**src/rtl/spi_master.sv**
```systemverilog
// SPI master: shifts out a command+payload frame MSB first and, for read commands,
// waits a fixed number of cycles and then shifts in one data word from MISO.
module spi_master #(
  parameter int FRAME_W = 10,
  parameter int DATA_W  = 8,
  parameter int RD_WAIT = 3
) (
  input  logic               clk,
  input  logic               rst,
  input  logic               start,
  input  logic [FRAME_W-1:0] tx_frame,
  input  logic               MISO,
  output logic               SS_n,
  output logic               MOSI,
  output logic               busy,
  output logic               done,
  output logic [DATA_W-1:0]  rx_data,
  output logic               rx_valid
);

  localparam int CNT_M1  = (FRAME_W > DATA_W) ? FRAME_W : DATA_W;
  localparam int CNT_MAX = (CNT_M1 > RD_WAIT) ? CNT_M1 : RD_WAIT;
  localparam int CNT_W   = $clog2(CNT_MAX + 1);

  typedef enum logic [2:0] {IDLE, SEND, WAIT, RECV, DONE} state_t;

  state_t               state, state_next;
  logic [CNT_W-1:0]     cnt;
  logic [FRAME_W-1:0]   tx_shift;
  logic [DATA_W-1:0]    rx_shift;
  logic                 is_read;

  always_ff @(posedge clk or posedge rst) begin
    if (rst) state <= IDLE;
    else     state <= state_next;
  end

  always_comb begin
    state_next = state;
    SS_n       = 1'b0;
    MOSI       = 1'b0;
    busy       = 1'b1;
    done       = 1'b0;
    case (state)
      IDLE: begin
        SS_n = 1'b1;
        busy = 1'b0;
        if (start) state_next = SEND;
      end
      SEND: begin
        MOSI = tx_shift[FRAME_W-1];
        if (cnt == CNT_W'(FRAME_W - 1)) begin
          if (!is_read)          state_next = DONE;
          else if (RD_WAIT == 0) state_next = RECV;
          else                   state_next = WAIT;
        end
      end
      WAIT: if (cnt == CNT_W'(RD_WAIT - 1)) state_next = RECV;
      RECV: if (cnt == CNT_W'(DATA_W - 1)) state_next = DONE;
      DONE: begin
        SS_n       = 1'b1;
        done       = 1'b1;
        state_next = IDLE;
      end
      default: begin
        SS_n       = 1'b1;
        state_next = IDLE;
      end
    endcase
  end

  // The counter restarts on every state change, so each phase counts from zero.
  always_ff @(posedge clk or posedge rst) begin
    if (rst) begin
      cnt      <= '0;
      tx_shift <= '0;
      rx_shift <= '0;
      is_read  <= 1'b0;
      rx_data  <= '0;
      rx_valid <= 1'b0;
    end else begin
      rx_valid <= 1'b0;
      if (state_next != state || state == IDLE) cnt <= '0;
      else                                      cnt <= cnt + 1'b1;
      if (state == IDLE && start) begin
        tx_shift <= tx_frame;
        is_read  <= (tx_frame[FRAME_W-1 -: 2] == 2'b11);
      end
      if (state == SEND) tx_shift <= {tx_shift[FRAME_W-2:0], 1'b0};
      if (state == RECV) begin
        rx_shift <= {rx_shift[DATA_W-2:0], MISO};
        if (state_next == DONE) begin
          rx_data  <= {rx_shift[DATA_W-2:0], MISO};
          rx_valid <= 1'b1;
        end
      end
    end
  end

endmodule
```
**config.mk**
```make
export PLATFORM = sky130hd
export DESIGN_NAME = spi_master
export DESIGN_NICKNAME = d
export VERILOG_FILES = /design/src/rtl/spi_master.sv
export SDC_FILE = /design/constraint.sdc
export NUM_CORES = 1
export LEC_CHECK = 0
export ABC_CLOCK_PERIOD_IN_PS = 1800
export BUFFER_PORTS_ARGS = -buffer_cell sky130_fd_sc_hd__buf_2
export CORE_ASPECT_RATIO = 1.5
export CORE_MARGIN = 2
export CORE_UTILIZATION = 40
export CTS_BUF_LIST = sky130_fd_sc_hd__clkbuf_16
export CTS_CLUSTER_SIZE = 14
export DETAILED_ROUTE_END_ITERATION = 10
export HOLD_SLACK_MARGIN = 0.03
export PLACE_DENSITY = 0.58
export SYNTH_ARGS = -nofsm -noshare
export SYNTH_HDL_FRONTEND = slang
export SYNTH_SLANG_ARGS = --single-unit
export TNS_END_PERCENT = 1
```
**constraint.sdc**
```tcl
create_clock -name clk -period 1.8 [get_ports clk]
set_input_delay 0.09 -clock clk [delete_from_list [all_inputs] [get_ports clk]]
set_output_delay 0.09 -clock clk [all_outputs]
set_load 0.05 [all_outputs]
```
* After elaboration in Yosys (flattened, before gate mapping) *
Cells that the tools add are included.

cells by class
  add/subtract/negate cells = 1
  equal/unequal tests = 10
  multiplexer cells = 15
  reduce and logical (&&, ||, !) cells = 6

operator list
  cell                   count
  $mux W10               2
  $mux W3                5
  $pmux W3 S4            1
  $eq A3 B2 Y1 const B   2
  $eq A3 B3 Y1 const B   2
  $mux W1                6
  $add A4 B1 Y4 const B  1
  $eq A4 B2 Y1 const B   1
  $eq A4 B3 Y1 const B   1
  $eq A4 B4 Y1 const B   1
  $mux W4                1
  $eq A3 B1 Y1 const B   1
  $logic_not A3 Y1       1
  $ne A3 B3 Y1           1
  $reduce_or A3 Y1       1
  $eq A2 B2 Y1 const B   1
  $reduce_and A2 Y1      1
  $reduce_bool A2 Y1     1
  $logic_and A1 B1 Y1    1
  $logic_or A1 B1 Y1     1

storage, ports and cells
  flip-flop bits (word level) = 34
  bits of input ports = 14
  output and inout bits = 13
  word-level logic and storage cells = 39

* Longest topological paths before layout *
  depth after elaboration = 6
  depth in mapped cells = 5
  mapped depth without buffers = 5

* Worst setup path after synthesis *
OpenSTA, ideal clock, no wires.

  kind = flip-flop to output port
  start point = register state[1]
  end point = output done
  data arrival time = 1.724 ns
  slack = -0.014 ns
  stages on the path, launching flop included = 3
  path buffers = 1
  path through = dfrtp_1 -> buf_2 -> nor3b_1

between the ends
  cells in the longest elaborated chain, start to end = 2

RTL lines
  item                      line  RTL
  start: declaration        27    state_t state, state_next;
  start signal: assignment  35    else state <= state_next;
  $eq A3 B3 Y1              44    case (state)
  $mux W1                   44
  end: declaration          16    output logic done,

No other way between the ends.

* Final worst setup path *
  start point = register state[1]
  end point = output MOSI

between the ends
  cells in the longest elaborated chain, start to end = 2

RTL lines
  item              line  RTL
  $eq A3 B1 Y1      44
  $mux W1           44
  end: declaration  14    output logic MOSI,

No other way between the ends.

==> impl_metrics.env <==
export IMPL_worst_slew_pin_slew_ns=0.462
export IMPL_final_min_period_over_clock_period_pct=91.7
export IMPL_critPathMaxFanout=11
export IMPL_drive_gt1_share_pct=37.6
export IMPL_cts_buffers_inserted=5
export IMPL_drtPass1Iterations=4
export IMPL_leakagePower_nw=0.961
export IMPL_die_width_um=55.4
export IMPL_vdd_ir_drop_worst_uv=956
export IMPL_timing_reg2reg_setup_slack_ns=0.20
export IMPL_cts_post_setup_buffers_inserted=0
export IMPL_routed_wl_um=2700
export IMPL_slew_headroom_pct=69.2
export IMPL_min_period_ns=1.65
export IMPL_layout_area_overhead_vs_synth_pct=21.6
export IMPL_dpl_cell_area_mm2=0.00177
export IMPL_synthDistinctLibCells=33
export IMPL_tritoncts_num_sinks=34
export IMPL_initialDrtViolationCount=12
export IMPL_maxClockFrequency_ghz=0.606
export IMPL_insertion_delay_ns=0.28
export IMPL_ctsHtreeMaxLevel=2
export IMPL_grt_pass1_wl_um=5000
export IMPL_hold_end="rx_data[0]"
export IMPL_reg2reg_from="state[1]"
export IMPL_final_core_util_pct=49.6
export IMPL_dp_cells=193
export IMPL_worst_endpoint_required_ns=1.71
export IMPL_synth_top_area_cell="dfrtp_1"
export IMPL_worst_hold_path_stage_count=2
export IMPL_fp_dieH_um=81.1
export IMPL_setup_worst_path_end_class="output pin"
export IMPL_crit_slowest_cell="dfrtp_1"
export IMPL_design_portCount=27
export IMPL_timing_hold_worst_start="MISO"
export IMPL_total_power_consumption_mw=3.30
export IMPL_routed_via_count=1029
export IMPL_place_congestion=0.778
export IMPL_post_synthesis_sequential_area_ratio_pct=53.6
export IMPL_p_per_area_mw_per_mm2=1710
export IMPL_postSynthCellCount=125
export IMPL_antenna_left=0
export IMPL_cts_tree="done"
export IMPL_antenna_cells=0
export IMPL_synth_top_area_share_pct=53.6
export IMPL_mappedNetlistArea_mm2=0.00159
export IMPL_worst_setup_hold_path_clk_slew_ns=0.05
export IMPL_grt_ovfl_total=0
export IMPL_synth_top_cells_by_area="dfrtp_1 (54%), mux2_2 (7.1%), mux2i_1 (6.3%), mux2_1 (3.5%), o21ai_2 (3.3%)"
export IMPL_route_detailed_drc=0
export IMPL_timing_hold_violations_final=0
export IMPL_setup_viol_count_final=0
export IMPL_crit_path_max_incr_delay_ns=0.54
export IMPL_outcome="finished, final reports clean"
export IMPL_final_setup_tns_ns=0
export IMPL_cap_viol_max_count=0
export IMPL_post_layout_nonfiller_instances=202
export IMPL_library_cell_used_as_clock_root_buffer="clkbuf_16"
export IMPL_routedWlPerCell_um=13.4
export IMPL_worst_r2r_cell_count=3
export IMPL_cp_cell_sequence="nor3b_4, and2_1, buf_2"
export IMPL_floorplan_initialDensity_pct=40.8
export IMPL_total_half_perimeter_wirelength_after_legalization_and_detailed_placement_um=1990
export IMPL_ctsLongestPathBuffers=2
export IMPL_r2r_end="rx_data[3]"
export IMPL_timing_critical_path_from_type="register"
export IMPL_grt_setup_unrepaired="no"
export IMPL_antenna_violations_before_repair=0
export IMPL_floorplan_die_area_mm2=0.00450
export IMPL_worst_ep_arrival_time_ns=1.56
export IMPL_largest_net_degree_at_the_start_of_global_routing=35
export IMPL_grt_pass1_vias=1114
export IMPL_slew_viol_final=0
export IMPL_dp_worst_slack_ns=0.200
export IMPL_finalClockSkew_ns=0.00441
export IMPL_final_design_area_no_fill_mm2=0.00193
export IMPL_post_synth_cell_area_avg_um2=12.7
export IMPL_io_buffers=26
export IMPL_ys_seq_elements=34
export IMPL_timing_critical_path_buf_inv=1
export IMPL_crit_family="flip-flops"
export IMPL_final_stage_net_count=173
export IMPL_syn_nets=142
export IMPL_detail_route_vias_per_cell=5.09
export IMPL_yosys_warnings=0
export IMPL_fin_ws_ns=0.150
export IMPL_timing_hold_ws_ns=0.0520
export IMPL_crit_path_kind="reg2out"
export IMPL_min_delay_path_class="in2reg"
export IMPL_std_cell_rows=28
export IMPL_core_area_mm2=0.00389
export IMPL_grt_usage_pct=14.6
-- report_power, final --
group	leakage, nW	internal [mW]	switching [mW]	total, mW
clock	0.0672	0.504	0.303	0.807
sequential	0.443	1.03	0.241	1.27
combinational	0.451	0.516	0.707	1.22
-- cells in the mapped netlist --
master / n
buf_2: 4
mux2_1: 5
and3b_1: 1
ha_1: 3
nand3b_4: 1
a22oi_1: 1
a21o_1: 1
o21ai_1: 3
nor3b_1: 2
o21ai_2: 6
a31oi_1: 2
o21bai_1: 1
buf_6: 2
nor2_8: 1
a211oi_1: 1
a21oi_1: 3
xor2_1: 1
nand2_1: 11
xnor2_1: 1
or4_1: 1
a21bo_2: 1
nor3b_2: 1
o21ai_0: 2
or3_1: 1
nor4b_4: 1
nand3_1: 2
mux2_2: 10
nor2_1: 3
dfrtp_1: 34
inv_1: 5
nand3b_1: 3
and2_1: 1
mux2i_1: 10
-- worst max path at each step --
stage             endpoint  startpoint  slack (ns)  cells past startpoint
2_1_floorplan  tx_shift[1]    state[0]        0.32                      5
5_1_grt               MOSI    state[1]        0.04                      3
3_3_place_gp    rx_data[3]      cnt[0]        0.23                      4
4_1_cts               MOSI    state[0]        0.03                      3
6_report              MOSI    state[1]        0.15                      3
3_5_place_dp    rx_data[2]      cnt[0]        0.20                      4
-- placed cells by master, fill, tap and decap left out, types with 2 or more instances in the layout --
cell       count
ha_1           3
nor2_1         3
mux2i_1       10
a31oi_1        2
mux2_2        10
buf_2         26
o21ai_0        2
mux2_1         5
o21ai_2        6
nand3_1        2
buf_4          2
o21ai_1        3
nand2_1       11
a21oi_1        3
clkbuf_16      5
nand3b_1       3
dfrtp_1       33
inv_1          5
-- what timing repair did --
| item | CTS | global route |
|---|---|---|
| hold buffers | 1 | 0 |
| resized for setup | 0 | 2 |
| endpoints found under the setup margin | 0 | 1 |
| hold endpoints to repair | 34 | 0 |
-- area by class of cell --
type                            count  area, µm²
Tap cell                           45       56.3
Clock inverter                      3       16.3
Sequential cell                    34        852
Multi-Input combinational cell     80        686
Timing Repair Buffer               30        175
Inverter                            5       18.8
Clock buffer                        5        125
Fill cell                         356       1960
-- logic make-up after synthesis --
logic type | share of synthesized area (%)
simple gates | 12.9
buf+inv | 3.86
fa+ha+maj | 2.37
compound gates | 9.15
xor+xnor | 1.10
flops | 53.6
mux | 17.0
-- sequential cells by signal, summed over array words and instances, names as in the netlist --
signal,flops
tx_shift,10
rx_data,8
rx_shift,7
cnt,4
state,3
is_read,1
rx_valid,1
-- routing by layer --
metal | global-route usage (%) | routed length [µm] | share of wire, %
met4 | 8.05 | 61 | 2.3
met5 | 0 | 0 | 0
met3 | 3.82 | 142 | 5.3
met2 | 25.5 | 1390 | 52
met1 | 16.1 | 1100 | 41
Power figures use the tool's default switching activity.
